==> src/rtl/uart_pkg.sv <==
`default_nettype none
// ============================================================================
// Module      : uart_pkg
// Description : Shared register bit positions, oversample ratios and FSM
//               state encodings for the buffered UART.
// Revision    : 1.0 - initial release
// ============================================================================
package uart_pkg;

    localparam int c_txsta_tx9  = 6;
    localparam int c_txsta_txen = 5;
    localparam int c_txsta_brgh = 2;
    localparam int c_txsta_trmt = 1;
    localparam int c_txsta_tx9d = 0;

    localparam int c_rcsta_spen = 7;
    localparam int c_rcsta_rx9  = 6;
    localparam int c_rcsta_cren = 4;
    localparam int c_rcsta_ferr = 2;
    localparam int c_rcsta_oerr = 1;
    localparam int c_rcsta_rx9d = 0;

    localparam int c_os_hi = 16;
    localparam int c_os_lo = 64;

    typedef enum logic [2:0] {
        TSR_IDLE  = 3'd0,
        TSR_START = 3'd1,
        TSR_DATA  = 3'd2,
        TSR_NINTH = 3'd3,
        TSR_STOP  = 3'd4
    } tsr_state_t;

    typedef enum logic [2:0] {
        RSR_IDLE  = 3'd0,
        RSR_START = 3'd1,
        RSR_DATA  = 3'd2,
        RSR_NINTH = 3'd3,
        RSR_STOP  = 3'd4
    } rsr_state_t;

endpackage
`default_nettype wire

==> src/rtl/uart_sync_fifo.sv <==
`default_nettype none
// ============================================================================
// Module      : uart_sync_fifo
// Description : Single-clock FIFO with registered occupancy; head is read
//               combinationally. Push into a full FIFO is accepted only
//               when a pop happens on the same edge.
// Revision    : 1.0 - initial release
// ============================================================================
module uart_sync_fifo #(
    parameter int WIDTH = 8,
    parameter int DEPTH = 2
) (
    input  logic             clk,
    input  logic             rst_n,
    input  logic             i_push,
    input  logic [WIDTH-1:0] i_push_data,
    input  logic             i_pop,
    output logic [WIDTH-1:0] o_head,
    output logic             o_full,
    output logic             o_empty
);

    localparam int c_pw = (DEPTH > 1) ? $clog2(DEPTH) : 1;
    localparam int c_cw = $clog2(DEPTH + 1);
    localparam logic [c_pw-1:0] c_last = c_pw'(DEPTH - 1);
    localparam logic [c_cw-1:0] c_full = c_cw'(DEPTH);

    logic [WIDTH-1:0] r_mem [DEPTH];
    logic [c_pw-1:0]  r_wr_ptr;
    logic [c_pw-1:0]  r_rd_ptr;
    logic [c_cw-1:0]  r_count;
    logic             w_do_push;
    logic             w_do_pop;

    assign o_full    = (r_count == c_full);
    assign o_empty   = (r_count == '0);
    assign o_head    = r_mem[r_rd_ptr];
    assign w_do_pop  = i_pop & ~o_empty;
    assign w_do_push = i_push & (~o_full | w_do_pop);

    always_ff @(posedge clk) begin
        if (w_do_push) begin
            r_mem[r_wr_ptr] <= i_push_data;
        end
    end

    always_ff @(posedge clk or negedge rst_n) begin
        if (!rst_n) begin
            r_wr_ptr <= '0;
            r_rd_ptr <= '0;
            r_count  <= '0;
        end else begin
            if (w_do_push) begin
                r_wr_ptr <= (r_wr_ptr == c_last) ? '0 : r_wr_ptr + 1'b1;
            end
            if (w_do_pop) begin
                r_rd_ptr <= (r_rd_ptr == c_last) ? '0 : r_rd_ptr + 1'b1;
            end
            if (w_do_push && !w_do_pop) begin
                r_count <= r_count + 1'b1;
            end else if (w_do_pop && !w_do_push) begin
                r_count <= r_count - 1'b1;
            end
        end
    end

endmodule
`default_nettype wire

==> src/rtl/uart_fifo.sv <==
`default_nettype none
// ============================================================================
// Module      : uart_fifo
// Description : PIC-style SFR-mapped UART with TX/RX FIFOs, 9-bit frames,
//               8/16-bit baud divisor and majority-vote receive sampling.
// Revision    : 1.0 - initial release
// ============================================================================
module uart_fifo #(
    parameter int TX_DEPTH  = 1,
    parameter int RX_DEPTH  = 2,
    parameter int BRG_WIDTH = 8
) (
    input  logic       clk,
    input  logic       rst_n,
    output logic       UART_TXD,
    input  logic       UART_RXD,
    input  logic [7:0] reg_data_in,
    input  logic       txsta_reg_wr_en,
    output logic [7:0] txsta_reg_out,
    input  logic       rcsta_reg_wr_en,
    output logic [7:0] rcsta_reg_out,
    input  logic       spbrg_reg_wr_en,
    output logic [7:0] spbrg_reg_out,
    input  logic       spbrgh_reg_wr_en,
    output logic [7:0] spbrgh_reg_out,
    input  logic       txreg_reg_wr_en,
    output logic [7:0] txreg_reg_out,
    input  logic       rcreg_reg_rd_en,
    output logic [7:0] rcreg_reg_out,
    output logic       txif_set_en,
    output logic       rxif_set_en
);

    import uart_pkg::*;

    logic r_tx9, r_txen, r_brgh, r_tx9d;
    logic r_spen, r_rx9, r_cren, r_oerr;
    logic [7:0] r_spbrg, r_txreg, w_spbrgh;
    logic [BRG_WIDTH-1:0] w_divisor, r_brg_cnt;
    logic w_tick;
    logic [5:0] w_os_last, w_half;

    // ---------------- baud generator ----------------
    if (BRG_WIDTH == 16) begin : g_brg16
        logic [7:0] r_spbrgh;
        always_ff @(posedge clk or negedge rst_n) begin
            if (!rst_n) begin
                r_spbrgh <= '0;
            end else if (spbrgh_reg_wr_en) begin
                r_spbrgh <= reg_data_in;
            end
        end
        assign w_spbrgh  = r_spbrgh;
        assign w_divisor = {r_spbrgh, r_spbrg};
    end else begin : g_brg8
        logic w_unused_brgh;
        assign w_unused_brgh = spbrgh_reg_wr_en;
        assign w_spbrgh      = '0;
        assign w_divisor     = r_spbrg;
    end

    assign w_tick    = (r_brg_cnt >= w_divisor);
    assign w_os_last = r_brgh ? 6'(c_os_hi - 1) : 6'(c_os_lo - 1);
    assign w_half    = r_brgh ? 6'(c_os_hi / 2) : 6'(c_os_lo / 2);

    always_ff @(posedge clk or negedge rst_n) begin
        if (!rst_n) begin
            r_brg_cnt <= '0;
        end else begin
            r_brg_cnt <= w_tick ? '0 : r_brg_cnt + 1'b1;
        end
    end

    // ---------------- control registers ----------------
    logic w_rx_push, w_rxf_full, w_rxf_empty;

    always_ff @(posedge clk or negedge rst_n) begin
        if (!rst_n) begin
            {r_tx9, r_txen, r_brgh, r_tx9d} <= '0;
            {r_spen, r_rx9, r_cren, r_oerr} <= '0;
            r_spbrg <= '0;
            r_txreg <= '0;
        end else begin
            if (txsta_reg_wr_en) begin
                r_tx9  <= reg_data_in[c_txsta_tx9];
                r_txen <= reg_data_in[c_txsta_txen];
                r_brgh <= reg_data_in[c_txsta_brgh];
                r_tx9d <= reg_data_in[c_txsta_tx9d];
            end
            if (spbrg_reg_wr_en) r_spbrg <= reg_data_in;
            if (txreg_reg_wr_en) r_txreg <= reg_data_in;
            if (w_rx_push && w_rxf_full && !rcreg_reg_rd_en) r_oerr <= 1'b1;
            if (rcsta_reg_wr_en) begin
                r_spen <= reg_data_in[c_rcsta_spen];
                r_rx9  <= reg_data_in[c_rcsta_rx9];
                r_cren <= reg_data_in[c_rcsta_cren];
                if (!reg_data_in[c_rcsta_cren]) r_oerr <= 1'b0;
            end
        end
    end

    // ---------------- transmit path ----------------
    tsr_state_t r_tsr_state, w_tsr_next;
    logic [5:0] r_tx_sub;
    logic [8:0] r_tx_shift, w_txf_head;
    logic [2:0] r_tx_bitcnt;
    logic       r_tx_begun, r_txd, w_tx_en, w_tx_pop, w_bit_edge, w_txf_full, w_txf_empty;

    assign w_tx_en    = r_txen & r_spen;
    assign w_bit_edge = w_tick & (r_tx_sub >= w_os_last);

    uart_sync_fifo #(.WIDTH(9), .DEPTH(TX_DEPTH)) u_tx_fifo (
        .clk        (clk),
        .rst_n      (rst_n),
        .i_push     (txreg_reg_wr_en),
        .i_push_data({r_tx9d, reg_data_in}),
        .i_pop      (w_tx_pop),
        .o_head     (w_txf_head),
        .o_full     (w_txf_full),
        .o_empty    (w_txf_empty)
    );

    always_ff @(posedge clk or negedge rst_n) begin
        if (!rst_n) begin
            r_tx_sub <= '0;
        end else if (w_tick) begin
            r_tx_sub <= (r_tx_sub >= w_os_last) ? '0 : r_tx_sub + 1'b1;
        end
    end

    always_comb begin
        w_tsr_next = r_tsr_state;
        w_tx_pop   = 1'b0;
        case (r_tsr_state)
            TSR_IDLE:  if (w_tx_en && !w_txf_empty) begin
                           w_tx_pop   = 1'b1;
                           w_tsr_next = TSR_START;
                       end
            TSR_START: if (w_bit_edge && r_tx_begun) w_tsr_next = TSR_DATA;
            TSR_DATA:  if (w_bit_edge && r_tx_bitcnt == 3'd7)
                           w_tsr_next = r_tx9 ? TSR_NINTH : TSR_STOP;
            TSR_NINTH: if (w_bit_edge) w_tsr_next = TSR_STOP;
            TSR_STOP:  if (w_bit_edge) w_tsr_next = TSR_IDLE;
            default:   w_tsr_next = TSR_IDLE;
        endcase
        if (!w_tx_en) begin
            w_tsr_next = TSR_IDLE;
            w_tx_pop   = 1'b0;
        end
    end

    always_ff @(posedge clk or negedge rst_n) begin
        if (!rst_n) r_tsr_state <= TSR_IDLE;
        else        r_tsr_state <= w_tsr_next;
    end

    // START spends the wait for the first boundary with the line still high.
    always_ff @(posedge clk or negedge rst_n) begin
        if (!rst_n) begin
            r_txd       <= 1'b1;
            r_tx_begun  <= 1'b0;
            r_tx_shift  <= '0;
            r_tx_bitcnt <= '0;
        end else if (!w_tx_en) begin
            r_txd      <= 1'b1;
            r_tx_begun <= 1'b0;
        end else begin
            case (r_tsr_state)
                TSR_IDLE: if (w_tx_pop) begin
                    r_tx_shift  <= w_txf_head;
                    r_tx_begun  <= 1'b0;
                    r_tx_bitcnt <= '0;
                end
                TSR_START: if (w_bit_edge) begin
                    if (!r_tx_begun) begin
                        r_txd      <= 1'b0;
                        r_tx_begun <= 1'b1;
                    end else begin
                        r_txd      <= r_tx_shift[0];
                        r_tx_shift <= r_tx_shift >> 1;
                    end
                end
                TSR_DATA: if (w_bit_edge) begin
                    if (r_tx_bitcnt == 3'd7) begin
                        r_txd <= r_tx9 ? r_tx_shift[0] : 1'b1;
                    end else begin
                        r_txd      <= r_tx_shift[0];
                        r_tx_shift <= r_tx_shift >> 1;
                    end
                    r_tx_bitcnt <= r_tx_bitcnt + 1'b1;
                end
                TSR_NINTH: if (w_bit_edge) r_txd <= 1'b1;
                default: ;
            endcase
        end
    end

    // ---------------- receive path ----------------
    rsr_state_t r_rsr_state, w_rsr_next;
    logic       r_rxd_meta, r_rxd_sync, r_rxd_prev;
    logic [5:0] r_rx_sub;
    logic [1:0] r_rx_votes;
    logic [2:0] r_rx_bitcnt;
    logic [7:0] r_rx_shift;
    logic       r_rx_bit9, w_rx_en, w_rx_fall, w_rx_samp, w_rx_decide, w_rx_bit;
    logic [9:0] w_rx_push_data, w_rxf_head;

    assign w_rx_en     = r_spen & r_cren & ~r_oerr;
    assign w_rx_fall   = r_rxd_prev & ~r_rxd_sync;
    assign w_rx_samp   = w_tick & ((r_rx_sub == w_half - 6'd1) || (r_rx_sub == w_half) ||
                                   (r_rx_sub == w_half + 6'd1));
    assign w_rx_decide = w_tick & (r_rx_sub == w_half + 6'd1);
    // Two earlier votes are in r_rx_votes; the third is the current sample.
    assign w_rx_bit    = (r_rx_votes == 2'd2) | ((r_rx_votes == 2'd1) & r_rxd_sync);
    assign w_rx_push_data = {~w_rx_bit, r_rx9 & r_rx_bit9, r_rx_shift};

    always_ff @(posedge clk or negedge rst_n) begin
        if (!rst_n) begin
            r_rxd_meta <= 1'b1;
            r_rxd_sync <= 1'b1;
            r_rxd_prev <= 1'b1;
        end else begin
            r_rxd_meta <= UART_RXD;
            r_rxd_sync <= r_rxd_meta;
            r_rxd_prev <= r_rxd_sync;
        end
    end

    always_comb begin
        w_rsr_next = r_rsr_state;
        w_rx_push  = 1'b0;
        case (r_rsr_state)
            RSR_IDLE:  if (w_rx_fall) w_rsr_next = RSR_START;
            RSR_START: if (w_rx_decide) w_rsr_next = w_rx_bit ? RSR_IDLE : RSR_DATA;
            RSR_DATA:  if (w_rx_decide && r_rx_bitcnt == 3'd7)
                           w_rsr_next = r_rx9 ? RSR_NINTH : RSR_STOP;
            RSR_NINTH: if (w_rx_decide) w_rsr_next = RSR_STOP;
            RSR_STOP:  if (w_rx_decide) begin
                           w_rsr_next = RSR_IDLE;
                           w_rx_push  = 1'b1;
                       end
            default:   w_rsr_next = RSR_IDLE;
        endcase
        if (!w_rx_en) begin
            w_rsr_next = RSR_IDLE;
            w_rx_push  = 1'b0;
        end
    end

    always_ff @(posedge clk or negedge rst_n) begin
        if (!rst_n) r_rsr_state <= RSR_IDLE;
        else        r_rsr_state <= w_rsr_next;
    end

    always_ff @(posedge clk or negedge rst_n) begin
        if (!rst_n) begin
            r_rx_sub    <= '0;
            r_rx_votes  <= '0;
            r_rx_bitcnt <= '0;
            r_rx_shift  <= '0;
            r_rx_bit9   <= 1'b0;
        end else if (r_rsr_state == RSR_IDLE) begin
            r_rx_sub    <= '0;
            r_rx_votes  <= '0;
            r_rx_bitcnt <= '0;
        end else if (w_tick) begin
            r_rx_sub <= (r_rx_sub >= w_os_last) ? '0 : r_rx_sub + 1'b1;
            if (w_rx_decide)                 r_rx_votes <= '0;
            else if (w_rx_samp && r_rxd_sync) r_rx_votes <= r_rx_votes + 2'd1;
            if (w_rx_decide && r_rsr_state == RSR_DATA) begin
                r_rx_shift  <= {w_rx_bit, r_rx_shift[7:1]};
                r_rx_bitcnt <= r_rx_bitcnt + 1'b1;
            end
            if (w_rx_decide && r_rsr_state == RSR_NINTH) r_rx_bit9 <= w_rx_bit;
        end
    end

    uart_sync_fifo #(.WIDTH(10), .DEPTH(RX_DEPTH)) u_rx_fifo (
        .clk        (clk),
        .rst_n      (rst_n),
        .i_push     (w_rx_push),
        .i_push_data(w_rx_push_data),
        .i_pop      (rcreg_reg_rd_en),
        .o_head     (w_rxf_head),
        .o_full     (w_rxf_full),
        .o_empty    (w_rxf_empty)
    );

    // Head view is registered so a pop shows up one edge after it is taken.
    logic [7:0] r_rx_head;
    logic       r_rx_ferr, r_rx_9d, r_rxif;

    always_ff @(posedge clk or negedge rst_n) begin
        if (!rst_n) begin
            r_rx_head <= '0;
            r_rx_ferr <= 1'b0;
            r_rx_9d   <= 1'b0;
            r_rxif    <= 1'b0;
        end else begin
            r_rx_head <= w_rxf_empty ? 8'h00 : w_rxf_head[7:0];
            r_rx_9d   <= ~w_rxf_empty & w_rxf_head[8];
            r_rx_ferr <= ~w_rxf_empty & w_rxf_head[9];
            r_rxif    <= ~w_rxf_empty;
        end
    end

    // ---------------- register read-back ----------------
    always_comb begin
        txsta_reg_out               = '0;
        txsta_reg_out[c_txsta_tx9]  = r_tx9;
        txsta_reg_out[c_txsta_txen] = r_txen;
        txsta_reg_out[c_txsta_brgh] = r_brgh;
        txsta_reg_out[c_txsta_trmt] = (r_tsr_state == TSR_IDLE);
        txsta_reg_out[c_txsta_tx9d] = r_tx9d;
        rcsta_reg_out               = '0;
        rcsta_reg_out[c_rcsta_spen] = r_spen;
        rcsta_reg_out[c_rcsta_rx9]  = r_rx9;
        rcsta_reg_out[c_rcsta_cren] = r_cren;
        rcsta_reg_out[c_rcsta_ferr] = r_rx_ferr;
        rcsta_reg_out[c_rcsta_oerr] = r_oerr;
        rcsta_reg_out[c_rcsta_rx9d] = r_rx_9d;
    end

    assign UART_TXD       = r_txd;
    assign spbrg_reg_out  = r_spbrg;
    assign spbrgh_reg_out = w_spbrgh;
    assign txreg_reg_out  = r_txreg;
    assign rcreg_reg_out  = r_rx_head;
    assign txif_set_en    = ~w_txf_full;
    assign rxif_set_en    = r_rxif;

endmodule
`default_nettype wire

==> config.mk <==
export PLATFORM = sky130hd
export DESIGN_NAME = uart_fifo
export DESIGN_NICKNAME = d
export VERILOG_FILES = /design/src/rtl/uart_pkg.sv /design/src/rtl/uart_sync_fifo.sv /design/src/rtl/uart_fifo.sv
export SDC_FILE = /design/constraint.sdc
export NUM_CORES = 1
export LEC_CHECK = 0
export ABC_AREA = 1
export BUFFER_PORTS_ARGS = -buffer_cell sky130_fd_sc_hd__buf_2
export CORE_MARGIN = 2
export CORE_UTILIZATION = 55
export DETAILED_ROUTE_END_ITERATION = 12
export GPL_ROUTABILITY_DRIVEN = 0
export MAX_ROUTING_LAYER = met4
export PLACE_DENSITY_LB_ADDON = 0.3
export RECOVER_POWER = 50
export SLEW_MARGIN = 20
export SYNTH_ARGS = -nofsm -noshare
export SYNTH_HDL_FRONTEND = slang
export SYNTH_SLANG_ARGS = --single-unit
==> constraint.sdc <==
create_clock -name clk -period 3 [get_ports clk]
set_clock_uncertainty 0.05 [all_clocks]
set_input_delay 0.15 -clock clk [delete_from_list [all_inputs] [get_ports clk]]
set_output_delay 0.15 -clock clk [all_outputs]
set_load 0.05 [all_outputs]
# After elaboration in Yosys (flattened, before gate mapping)
# Memories as Yosys holds them, arrays and structs flattened.
# Cells that the tools add are included.
op_classes:
  eq_ne: 36
  n_reduce_logical: 40
  n_mux: 71
  magnitude_cmp: 3
  addsub: 14
  n_bitwise: 25
ops:
  columns: ["op", "n"]
  rows:
  - ["$mux W3", 19]
  - ["$mux W9", 5]
  - ["$mux W6", 6]
  - ["$ne A3 B3 Y1 const B", 11]
  - ["$pmux W3 S5", 2]
  - ["$pmux W9 S3", 1]
  - ["$mux W1", 26]
  - ["$add A6 B1 Y6 const B", 3]
  - ["$eq A6 B6 Y1", 3]
  - ["$mux W8", 2]
  - ["$and A1 B1 Y1", 15]
  - ["$mux W2", 7]
  - ["$logic_and A1 B1 Y1", 13]
  - ["$eq A3 B2 Y1 const B", 4]
  - ["$eq A3 B3 Y1 const B", 4]
  - ["$ge A6 B6 Y1", 2]
  - ["$reduce_and A5 Y1", 2]
  - ["$reduce_bool A2 Y1", 5]
  - ["$ne A3 B2 Y1 const B", 3]
  - ["$reduce_and A3 Y1", 3]
  - ["$add A8 B1 Y8 const B", 1]
  - ["$ge A8 B8 Y1", 1]
  - ["$ne A2 B2 Y1 const B", 4]
  - ["$reduce_and A4 Y1", 2]
  - ["other kinds (23)", 45]
totals:
  wordCells: 225
  mem_count: 2
  output_inout_bits: 51
  in_bits: 17
  ramBits: 29
  ff_bits: 97
memory_table:
  columns: ["name", "depth", "word_bits", "read_ports", "rd_clocked_by_memory_dff", "wr", "line_no", "rtl"]
  rows:
  - ["u_rx_fifo.r_mem", 2, 10, 1, 0, 1, "uart_sync_fifo.sv:28", "logic [WIDTH-1:0] r_mem [DEPTH];"]
  - ["u_tx_fifo.r_mem", 1, 9, 1, 0, 1, "uart_sync_fifo.sv:28", null]

# Logic depth before layout (Yosys ltp)
# Gate-level depths: netlist of the first run.
depth:
  depth_word: 12
  mapped_depth: 17
  depth_no_buf: 17

# Hierarchy
# Synthesis of the first run repeated with hierarchy kept, for this count alone.
unflattened:
  hier_cells: 652
  hier_area_um2: 6042.0
by_module_without_submodules:
  columns: ["module", "cells_per_inst", "area_per_inst_um2", "instances"]
  rows:
  - ["uart_fifo", 551, 4753.3, 1]
  - ["uart_sync_fifo (u_rx_fifo)", 86, 968.4, 1]
  - ["uart_sync_fifo (u_tx_fifo)", 15, 320.3, 1]

# Worst setup path before layout of the first run
# Ideal clock, no wire load.
synth_timing:
  path_type: "reg2reg"
  from: "reg r_spbrg[3] (netlist: spbrg_reg_out[3])"
  to: "mem u_rx_fifo.r_mem[1][0] (enable)"
  arrival_ns: 2.275
  path_stages_with_launch: 13
  n_path_buf: 0
  path_slack_ns: 0.299
  required_time_ns: 2.574
  setup_time_ns: 0.376
  cell_sequence: "dfrtp_1 inv_1 ha_1 nand2_1 nor2_1 nor2_1 nand2_1 nand2_1 nand2_2 nand2_1 nor3_1 nand2_1 nor2_1"
synth_via:
  elab_chain_cells: 8
synth_lines:
  columns: ["item", "line_no", "rtl"]
  rows:
  - ["start: declaration", "uart_fifo.sv:38", "logic [7:0] r_spbrg, r_txreg, w_spbrgh;"]
  - ["start signal: assignment", "uart_fifo.sv:90", "if (spbrg_reg_wr_en) r_spbrg <= reg_data_in;"]
  - ["$ge A8 B8 Y1", "uart_fifo.sv:62", "assign w_tick = (r_brg_cnt >= w_divisor);"]
  - ["$and A1 B1 Y1", "uart_fifo.sv:212", "assign w_rx_decide = w_tick & (r_rx_sub == w_half + 6'd1);"]
  - ["$mux W1", "uart_fifo.sv:238", "RSR_STOP: if (w_rx_decide) begin"]
  - ["$mux W1", "uart_fifo.sv:232", "case (r_rsr_state)"]
  - ["$mux W1", "uart_fifo.sv:244", "if (!w_rx_en) begin"]
  - ["$and A1 B1 Y1", "uart_sync_fifo.sv:39", "assign w_do_push = i_push & (~o_full | w_do_pop);"]
  - ["$mux W1", "uart_sync_fifo.sv:42", "if (w_do_push) begin"]
  - ["$mux W1 (implied by the code)", "uart_sync_fifo.sv:43", "r_mem[r_wr_ptr] <= i_push_data;"]
  - ["end: declaration", "uart_sync_fifo.sv:28", null]
# Every way passes these cells.

# Worst setup path after layout of the first run
layout_timing:
  from: "reg r_spbrg[3] (netlist: spbrg_reg_out[3])"
  to: "reg u_rx_fifo.r_count[1]"
layout_via:
  elab_chain_cells: 9
  word_cells_on_any_way: 11
  classes_between: "1 x order compare; 4 x mux; 2 x bitwise; 4 x reduce/logical"
layout_lines:
  columns: ["item", "line_no", "rtl"]
  rows:
  - ["$ge A8 B8 Y1 *", "uart_fifo.sv:62", null]
  - ["$and A1 B1 Y1 *", "uart_fifo.sv:212", null]
  - ["$mux W1 *", "uart_fifo.sv:238", null]
  - ["$mux W1 *", "uart_fifo.sv:232", null]
  - ["$mux W1 *", "uart_fifo.sv:244", null]
  - ["$and A1 B1 Y1 *", "uart_sync_fifo.sv:39", null]
  - ["$logic_not A1 Y1", "uart_sync_fifo.sv:61", "end else if (w_do_pop && !w_do_push) begin"]
  - ["$logic_and A1 B1 Y1", "uart_sync_fifo.sv:61", null]
  - ["$reduce_bool A2 Y1 (no source line)", null, null]
  - ["end signal: assignment", "uart_sync_fifo.sv:60", "r_count <= r_count + 1'b1;"]
  - ["end signal: assignment", "uart_sync_fifo.sv:62", "r_count <= r_count - 1'b1;"]
  - ["end: declaration", "uart_sync_fifo.sv:31", "logic [c_cw-1:0] r_count;"]
# Mark *: on every way between the ends. The rest lies on a longest branch, timed or not.
# A chain may end at the register's enable or synchronous reset.

==> reports/metrics.yaml, run 1 <==
outcome:
  status: "finished with violations"
  violations: "capacitance limit, slew limit"
finish:
  final_util_pct: 67.0
  area_growth_pct: 17.6
  num-fill-cells: 825
  nets: 758
  drive_above_1_share_pct: 13.8
  diodes: 0
pwr:
  max-vdd-ir-drop_uv: 467
  power_density_nw_per_um2: 798
  p_leak_nw: 3.41
setup_path:
  cp-start-kind: "flop"
  crit_buf_inv: 2
  critPathKind: "reg2reg"
  crit_arrival_ns: 2.96
  slowest_stage: "dfrtp_1"
  end_kind: "flop"
  critPathMaxStageDelay_ns: 0.34
  rr_startpoint: "spbrg_reg_out[3]"
  cp_max_fo: 6
  crit_chain: "inv_1, ha_1, nand2_1, nor2_1, nor2_1, nand2_1, nand2_1, nand2_2, nand2_1, nor3_1, nand2_1, inv_1, ha_1, a21oi_1, o21ai_0, xor2_1"
  crit_required_ns: 3.36
  r2r_cells: 16
  reg2reg_to: "u_rx_fifo.r_count[1]"
  crit_top_cell: "nand2_1"
  ff2ff_setup_slack_ns: 0.39
  crit_family: "simple AND/OR/NAND/NOR gates"
clocking:
  clock_path_buffers: 2
  cts.sinks: 126
  cts_tree: "done"
  cts-buffers-inserted: 17
  clkSlewWorstSetupHoldPaths_ns: 0.06
  worstSkewPairLatency_ns: 0.53
  root_buffer: "clkbuf_8"
  cts_htree_levels: 4
drt:
  num_vias: 4504
  drt_wl_total_um: 11900
  dr.pass1.iters: 4
  ant_nets: 0
  drt_iter0_drc: 356
  drc_errors: 0
  wl_per_cell_um: 13.8
  viasPerCell: 5.20
global_routing:
  grt_start_max_net_pins: 98
  grt_pass1_vias: 4503
  antenna_found_initial: 0
  grt-ovfl-total: 0
  grt_util_all_layers_pct: 23.5
  grt_pass1_wl_um: 20400
min_path:
  hp-class: "in2reg"
  holdPathStages: 2
  min_from: "UART_RXD"
  whs_endpoint: "r_rxd_meta"
floorplanning:
  initial_core_util_pct: 56.9
  die_area_sq_um: 11600
  row_count: 37
  fp.dieH_um: 108
  die_w_um: 108
  io_pins: 68
  coreArea_sq_um: 10400
sta:
  setup_violations: 0
  whs_ns: 0.214
  period_share_pct: 86.9
  fin_tns_setup_ns: 0
  finalHoldViolations: 0
  fin_crit_ns: 2.61
  rsz0062_at_grt: "no"
  max_freq_ghz: 0.384
  final_max_slew_viol_count: 98
  worst_pin_slew_ns: 2.36
  slew_headroom_pct: -57.4
synth:
  ys_ff_latch: 126
  synthArstFlopShare_pct: 77.0
  ys_types: 36
  synth_seq_area_share_pct: 56.0
  synth_edf_count: 29
  synth_flop_cell: "dfrtp_1"
  syn-instance-count: 642
  syn_avg_cell_area_sq_um: 9.19
  netlist_area_sq_um: 5900
  yosysWarnings: 0
placed_design:
  port_buffers: 53
  hpwl_um: 7970
run:
  max_cap_viol_count: 1
## worst reg2reg max path: stages, from the launching register on
cell	delay [ns]
dfrtp_1	0.34
inv_1	0.07
ha_1	0.30
nand2_1	0.08
nor2_1	0.12
nor2_1	0.05
nand2_1	0.05
nand2_1	0.06
nand2_2	0.07
nand2_1	0.15
nor3_1	0.25
nand2_1	0.17
inv_1	0.09
ha_1	0.24
a21oi_1	0.13
o21ai_0	0.11
xor2_1	0.15
## registers in the layout, summed over array words and instances (netlist names), 6 cells and up
signal,cells
r_tx_sub,6
spbrg_reg_out,8
rcreg_reg_out,8
u_rx_fifo.r_mem,20
txreg_reg_out,8
r_brg_cnt,8
u_tx_fifo.r_mem,9
r_rx_shift,8
r_tx_shift,9
r_rx_sub,6
## stage by stage
stage          area, sq um  power (mW)  setup WS (ns)  std cells
6_report              6940        5.54          0.394        866
5_1_grt               6940        5.82         0.0688        866
4_1_cts               6980        5.58          0.371        866
3_5_place_dp          6240        3.58          0.414        818
3_3_place_gp          6240        3.52          0.519        818
2_1_floorplan         5950        3.27          0.299        654
## placed cells by master (no fill, tap or decap), types with 4 or more instances in the layout
master         count
nand2_1          175
dfrtp_1           93
inv_1             75
nor2_1            49
buf_2             40
a21oi_1           34
o21ai_0           30
edfxtp_1          29
ha_1              24
nand3_1           22
clkbuf_16         16
dlygate4sd3_1     16
nor3_1            14
conb_1            13
clkbuf_1          13
nand4_1           12
xor2_1             9
buf_4              6
clkinv_4           5
mux2_2             4
o31ai_1            4
clkinvlp_4         4
## cells in the mapped netlist (all sizes together) (2+ instances only)
cell type  number  area, sq um
nand3          23          128
dfstp           4          105
xor2            9         78.8
a21oi          34          170
dfrtp          93         2330
nand2         178          676
nor3           16         90.1
o22ai           3         18.8
clkbuf          5         18.8
o31ai           4         30.0
nor2           52          203
nand4          12         75.1
o21a            2         15.0
edfxtp         29          871
ha             24          300
buf            27          193
and3            2         12.5
o21ai          35          183
mux2            4         45.0
inv            79          299
## cell families (layout without fill, tap and decap cells)
kind of cell / after synthesis / after routing / synth area share (%)
AO/OA/AOI/OAI: 81 / 81 / 7.76
XOR/XNOR: 10 / 10 / 1.48
adder cells (fa/ha/maj): 24 / 24 / 5.09
buffers and inverters: 112 / 188 / 8.71
flip-flops: 126 / 126 / 56.0
multiplexers: 4 / 4 / 0.763
other: 1 / 13 / 0.0635
AND/OR/NAND/NOR: 284 / 284 / 20.2
## area by class of cell
class | instances | area (sq um) | share of cell area (%)
multi-input cells | 416 | 2130 | 30.7
well taps | 136 | 170 | 2.45
clock inverters | 15 | 164 | 2.36
inverters | 80 | 303 | 4.36
clock buffers | 17 | 414 | 5.96
repair buffers | 76 | 459 | 6.61
flip-flops and latches | 126 | 3300 | 47.6
## power by group
group	switching (mW)	internal, mW
Combinational	1.01	0.361
Sequential	0.176	2.02
Clock	0.790	1.19
## worst max path at each step
| stage | slack, ns | cells after the start | end | startpoint |
|---|---|---|---|---|
| final | 0.39 | 16 | u_rx_fifo.r_count[1] | spbrg_reg_out[3] |
| after global routing | 0.07 | 3 | rcreg_reg_out[4] | rst_n |
| after CTS | 0.37 | 16 | u_rx_fifo.r_count[1] | spbrg_reg_out[2] |
| after detailed placement | 0.41 | 16 | u_rx_fifo.r_count[1] | spbrg_reg_out[3] |
| after global placement | 0.52 | 13 | r_tx_shift[1] | r_brg_cnt[3] |
| after floorplan | 0.30 | 12 | u_rx_fifo.r_mem[1][0] | spbrg_reg_out[3] |
## metal layers
layer  track usage (%)  share of wire (%)  routed length, um
met2              38.3                 50               5930
met3              6.30                4.5                535
met1              27.5                 44               5200
met5                 -                  0                  0
met4              10.3                2.2                259
## timing repair
action / in CTS / in global routing
hold endpoints to repair: 131 / 0
resized for setup: 0 / 0
hold buffers: 16 / 0
buffers inserted: 0 / 0
endpoints found under the setup margin: 0 / 0
Power figures use the tool's default switching activity.
==> run 2, diff against run 1 <==
==> constraint.sdc (replaced) <==
create_clock -name clk -period 2.7 [get_ports clk]
set_clock_uncertainty 0.05 [all_clocks]
set_input_delay 0.135 -clock clk [delete_from_list [all_inputs] [get_ports clk]]
set_output_delay 0.135 -clock clk [all_outputs]
set_load 0.05 [all_outputs]
==> reports/metrics.yaml, run 2 (synthesized netlist as in run 1, its figures left out) <==
outcome:
  status: "complete, no violations"  # was finished with violations
sta:
  period_share_pct: 90.6  # was 86.9%
  max_freq_ghz: 0.409  # was 0.384 GHz
  fin_crit_ns: 2.45  # was 2.61 ns
  setup_violations: 0  # unchanged
  whs_ns: 0.217  # was 0.214 ns
  final_max_slew_viol_count: 0  # was 98
  slew_headroom_pct: 31.4  # was -57.4%
  rsz0062_at_grt: "no"  # unchanged
  finalHoldViolations: 0  # unchanged
  worst_pin_slew_ns: 1.03  # was 2.36 ns
clocking:
  postCtsSetupRepairBufs: 0  # unchanged
  cts-buffers-inserted: 17  # unchanged
  root_buffer: "clkbuf_8"  # unchanged
  cts.sinks: 126  # unchanged
  cts_tree: "done"  # unchanged
  clkSlewWorstSetupHoldPaths_ns: 0.06  # about the same
  worstSkewPairLatency_ns: 0.51  # was 0.53 ns
  clock_path_buffers: 2  # unchanged
  cts_htree_levels: 4  # unchanged
setup_path:
  cp-start-kind: "flop"  # unchanged
  crit_arrival_ns: 2.79  # was 2.96 ns
  cp_max_fo: 4  # was 6
  ff2ff_setup_slack_ns: 0.25  # was 0.39 ns
  slowest_stage: "dfrtp_1"  # unchanged
  crit_family: "simple AND/OR/NAND/NOR gates"  # unchanged
  critPathKind: "reg2reg"  # unchanged
  crit_required_ns: 3.04  # was 3.36 ns
  crit_chain: "inv_1, ha_1, nand2_1, nor2_1, nor2_1, nand2_1, nand2_1, nand2_2, nand2_2, nor3_4, nand2_2, inv_1, ha_1, a21oi_1, o21ai_1, xor2_1"  # was inv_1, ha_1, nand2_1, nor2_1, nor2_1, nand2_1, nand2_1, nand2_2, nand2_1, nor3_1, nand2_1, inv_1, ha_1, a21oi_1, o21ai_0, xor2_1
  crit_buf_inv: 2  # unchanged
  end_kind: "flop"  # unchanged
  critPathMaxStageDelay_ns: 0.35  # was 0.34 ns
global_routing:
  antenna_found_initial: 0  # unchanged
  grt_start_max_net_pins: 42  # was 98
  grt_util_all_layers_pct: 23.7  # was 23.5%
  grt_pass1_vias: 4364  # was 4,503
  grt-ovfl-total: 0  # unchanged
  grt_pass1_wl_um: 20700  # was 20,400 um
drt:
  drt_iter0_drc: 271  # was 356
  num_vias: 4518  # was 4,504
  ant_nets: 0  # unchanged
  viasPerCell: 5.19  # was 5.20
  wl_per_cell_um: 13.9  # was 13.8 um
  drc_errors: 0  # unchanged
  drt_wl_total_um: 12100  # was 11,900 um
  dr.pass1.iters: 5  # was 4
placed_design:
  port_buffers: 53  # unchanged
  hpwl_um: 8340  # was 7970 um
floorplanning:
  io_pins: 68  # unchanged
  coreArea_sq_um: 10400  # unchanged
  die_area_sq_um: 11600  # unchanged
  die_w_um: 108  # unchanged
  initial_core_util_pct: 56.9  # unchanged
  fp.dieH_um: 108  # unchanged
  row_count: 37  # unchanged
min_path:
  hp-class: "in2reg"  # unchanged
finish:
  nets: 762  # was 758
  final_util_pct: 67.1  # was 67.0%
  final_common_cell: "nand2_1"  # unchanged
  layout_common_cells: "173 x nand2_1, 93 x dfrtp_1, 75 x inv_1"  # was 175 x nand2_1, 93 x dfrtp_1, 75 x inv_1
  drive_above_1_share_pct: 14.2  # was 13.8%
  diodes: 0  # unchanged
  area_growth_pct: 17.9  # was 17.6%
  largestRegisters: "u_rx_fifo.r_mem x20, r_tx_shift x9, u_tx_fifo.r_mem x9"  # unchanged
  largest_register_ffs: 20  # unchanged
  top_register: "u_rx_fifo.r_mem"  # unchanged
  num-fill-cells: 825  # unchanged
pwr:
  p_leak_nw: 3.42  # was 3.41 nW
  max-vdd-ir-drop_uv: 760  # was 467 uV
  power_density_nw_per_um2: 872  # was 798 nW/um^2
run:
  max_cap_viol_count: 0  # was 1
-- run 2: changes by cell type in the layout (fill, tap and decap cells not counted), moves of 2 or more --
cell and change:
buf_4 +2, clkbuf_1 +4, clkbuf_2 +2, clkinv_4 -4
inv_6 -3, nand2_1 -2, nand2_2 +2, nor3_1 -2
-- run 2: worst paths after layout --
path,start,endpoint,cells past startpoint
min reg2reg,r_rxd_meta,r_rxd_sync,0
max reg2reg,spbrg_reg_out[3],u_rx_fifo.r_count[1],16
max,spbrg_reg_out[3],u_rx_fifo.r_count[1],16
max in group asynchronous,rst_n,r_rx_shift[1],3
min,UART_RXD,r_rxd_meta,2
min in group asynchronous,rst_n,spbrg_reg_out[0],2
-- run 2: routing by layer --
layer	GRT usage [%]	vias to the layer above	wire length (um)
met5	-	-	0
met4	6.50	0	163
met3	6.54	16	583
met2	39.2	139	6120
met1	28.9	2155	5240
li1	-	2208	-
-- run 2: report_power, final --
group | switching, mW | internal (mW)
logic | 1.12 | 0.404
registers | 0.196 | 2.25
clock network | 0.795 | 1.30
total | 2.11 | 3.95
-- run 2: metrics by stage --
| step | area, sq um | instances | setup WS, ns | TNS [ns] | total power [mW] |
|---|---|---|---|---|---|
| after CTS | 6980 | 870 | 0.0684 | 0 | 6.12 |
| after floorplan | 5950 | 654 | -0.00109 | -0.0214 | 3.63 |
| after global routing | 6960 | 870 | 0.0186 | 0 | 6.38 |
| after global placement | 6270 | 822 | 0.278 | 0 | 3.92 |
| after detailed placement | 6270 | 822 | 0.121 | 0 | 3.98 |
| final | 6960 | 870 | 0.254 | 0 | 6.07 |
-- run 2: layout make-up --
class                   instances  area (sq um)  share of cell area [%]
clock buffers                  21           429                    6.17
flip-flops and latches        126          3300                    47.5
well taps                     136           170                    2.44
repair buffers                 80           484                    6.96
clock inverters                11           119                    1.71
inverters                      80           303                    4.35
multi-input cells             416          2150                    30.9
-- run 2: repair_timing --
action / CTS / global route
hold buffers: 16 / 0
endpoints found under the hold margin: 105 / 0
endpoints found under the setup margin: 0 / 1
gates resized for setup: 0 / 6
==> run 3, diff against run 2 <==
==> constraint.sdc (replaced) <==
create_clock -name clk -period 2.7 [get_ports clk]
set_clock_uncertainty 0.05 [all_clocks]
set_input_delay 0.81 -clock clk [delete_from_list [all_inputs] [get_ports clk]]
set_output_delay 0.81 -clock clk [all_outputs]
set_load 0.05 [all_outputs]
==> reports/metrics.yaml, run 3 (synthesized netlist as in run 1, its figures left out) <==
outcome:
  status: "complete, no violations"  # unchanged
drt:
  drc_errors: 0  # unchanged
  wl_per_cell_um: 13.9  # about the same
  drt_iter0_drc: 315  # was 271
  drt_wl_total_um: 11800  # was 12,100 um
  num_vias: 4386  # was 4,518
  dr.pass1.iters: 4  # was 5
  viasPerCell: 5.14  # was 5.19
  ant_nets: 0  # unchanged
setup_path:
  crit_buf_inv: 2  # unchanged
  slowest_stage: "dfrtp_1"  # unchanged
  cp_max_fo: 5  # was 4
  end_kind: "output pin"  # was flop
  ff2ff_setup_slack_ns: 0.27  # was 0.25 ns
  rr_startpoint: "r_brgh"  # was spbrg_reg_out[3]
  r2r_cells: 13  # was 16
  critPathKind: "reg2out"  # was reg2reg
  critPathMaxStageDelay_ns: 0.47  # was 0.35 ns
  crit_chain: "nor2_1, inv_2, nor2_2, buf_2"  # was inv_1, ha_1, nand2_1, nor2_1, nor2_1, nand2_1, nand2_1, nand2_2, nand2_2, nor3_4, nand2_2, inv_1, ha_1, a21oi_1, o21ai_1, xor2_1
  crit_required_ns: 1.84  # was 3.04 ns
  reg2reg_to: "u_rx_fifo.r_count[1]"  # unchanged
  crit_arrival_ns: 1.72  # was 2.79 ns
  crit_start: "r_tsr_state[0]"  # was spbrg_reg_out[3]
  cp-start-kind: "flop"  # unchanged
  crit_family: "flip-flops"  # was simple AND/OR/NAND/NOR gates
  worst-path-stages: 4  # was 16
  cp-endpoint: "txsta_reg_out[1]"  # was u_rx_fifo.r_count[1]
clocking:
  root_buffer: "clkbuf_8"  # unchanged
  cts.sinks: 126  # unchanged
  cts_resized: 0  # unchanged
  clkSlewWorstSetupHoldPaths_ns: 0.06  # about the same
  clock_path_buffers: 2  # unchanged
  cts-buffers-inserted: 17  # unchanged
  cts_htree_levels: 4  # unchanged
  postCtsSetupRepairBufs: 0  # unchanged
  postCtsHoldBufs: 0  # was 16
  cts_tree: "done"  # unchanged
  worstSkewPairLatency_ns: 0.52  # was 0.51 ns
sta:
  fin_crit_ns: 2.58  # was 2.45 ns
  max_freq_ghz: 0.388  # was 0.409 GHz
  final_max_slew_viol_count: 0  # unchanged
  setup_violations: 0  # unchanged
  worst_pin_slew_ns: 1.12  # was 1.03 ns
  period_share_pct: 95.5  # was 90.6%
  rsz0062_at_grt: "no"  # unchanged
  finalHoldViolations: 0  # unchanged
  slew_headroom_pct: 25.1  # was 31.4%
pwr:
  power_mw: 6.25  # was 6.07 mW
  p_leak_nw: 3.37  # was 3.42 nW
  max-vdd-ir-drop_uv: 567  # was 760 uV
  power_density_nw_per_um2: 915  # was 872 nW/um^2
finish:
  largestRegisters: "u_rx_fifo.r_mem x20, r_tx_shift x9, u_tx_fifo.r_mem x9"  # unchanged
  stdcell_count: 854  # was 870
  num-fill-cells: 829  # was 825
  top_register: "u_rx_fifo.r_mem"  # unchanged
  multiInputGateArea_sq_um: 2140  # was 2150 sq um
  seqCellArea_sq_um: 3300  # unchanged
  nets: 745  # was 762
  layout_common_cells: "174 x nand2_1, 93 x dfrtp_1, 75 x inv_1"  # was 173 x nand2_1, 93 x dfrtp_1, 75 x inv_1
  final_common_cell: "nand2_1"  # unchanged
  drive_above_1_share_pct: 14.2  # about the same
  finalInstanceArea_sq_um: 6830  # was 6960 sq um
  largest_register_ffs: 20  # unchanged
  area_growth_pct: 15.7  # was 17.9%
placed_design:
  post_dp_cell_area_sq_um: 6260  # was 6270 sq um
  port_buffers: 53  # unchanged
  hpwl_um: 8390  # was 8340 um
  dp.cells: 821  # was 822
floorplanning:
  die_w_um: 108  # unchanged
  initial_core_util_pct: 56.9  # unchanged
  fp.dieH_um: 108  # unchanged
  die_area_sq_um: 11600  # unchanged
  coreArea_sq_um: 10400  # unchanged
  row_count: 37  # unchanged
  io_pins: 68  # unchanged
global_routing:
  grt_pass1_vias: 4314  # was 4,364
  grt-ovfl-total: 0  # unchanged
  grt_pass1_wl_um: 19900  # was 20,700 um
  antenna_found_initial: 1  # was 0
  grt_start_max_net_pins: 45  # was 42
  grt_util_all_layers_pct: 23.0  # was 23.7%
run:
  max_cap_viol_count: 0  # unchanged
min_path:
  hp-class: "reg2reg"  # was in2reg
  holdPathStages: 0  # was 2
## run 3: cell count changes in the layout (fill, tap and decap cells not counted), sizes merged
| cell | before | now |
|---|---|---|
| diode | 0 | 1 |
| clkbuf | 37 | 36 |
| dlygate4sd3 | 16 | 0 |
| bufinv | 2 | 4 |
| clkinv | 5 | 6 |
| clkinvlp | 5 | 2 |
## run 3: stage by stage
| step | hold slack (ns) | util, % | TNS [ns] | setup WS [ns] |
|---|---|---|---|---|
| finish | 0.311 | 65.9 | 0 | 0.121 |
| global route | 0.317 | 65.9 | 0 | 0.0419 |
| CTS | 0.251 | 66.1 | 0 | 0.0999 |
| detailed placement | 0.298 | 60.4 | 0 | 0.142 |
| global placement | 0.296 | 60.4 | 0 | 0.232 |
| floorplan | 0.295 | - | -0.0214 | -0.00109 |
## run 3: layer usage
metal	track usage (%)	vias up	wire (um)
met5	-	-	0
met4	8.15	0	161
met3	5.93	22	537
met2	37.6	105	6040
met1	27.7	2089	5100
li1	-	2170	-
## run 3: cell type report
type                            instances  share of cell area [%]
Sequential cell                       126                    48.4
Timing Repair Buffer                   63                    4.64
Multi-Input combinational cell        416                    31.3
Tap cell                              136                    2.49
Antenna cell                            1                  0.0366
Clock buffer                           21                    6.28
Clock inverter                         11                    2.44
Inverter                               80                    4.43
## run 3: worst reg2reg max path, stage by stage, from the launching register on
cell and delay, ns:
dfrtp_1 0.39, ha_1 0.29, inv_1 0.05, nor2_1 0.11, nand2_1 0.06, nor3_1 0.21
nand2_2 0.15, nor3_2 0.15, nand2_1 0.15, inv_1 0.08, ha_1 0.25, a21oi_1 0.12
o21ai_0 0.11, xor2_1 0.15
## run 3: where the power goes
part           internal, mW  switching, mW
Clock                  1.49          0.795
Sequential             2.25          0.206
Combinational         0.388           1.12
Total                  4.13           2.12
## run 3: worst min path at each step
stage                                   to        from  slack, ns
after floorplan                 r_rxd_sync  r_rxd_meta       0.30
after global placement          r_rxd_sync  r_rxd_meta       0.30
after detailed placement        r_rxd_sync  r_rxd_meta       0.30
after CTS                 spbrg_reg_out[0]       rst_n       0.25
after global routing            r_rxd_sync  r_rxd_meta       0.32
final                           r_rxd_sync  r_rxd_meta       0.31
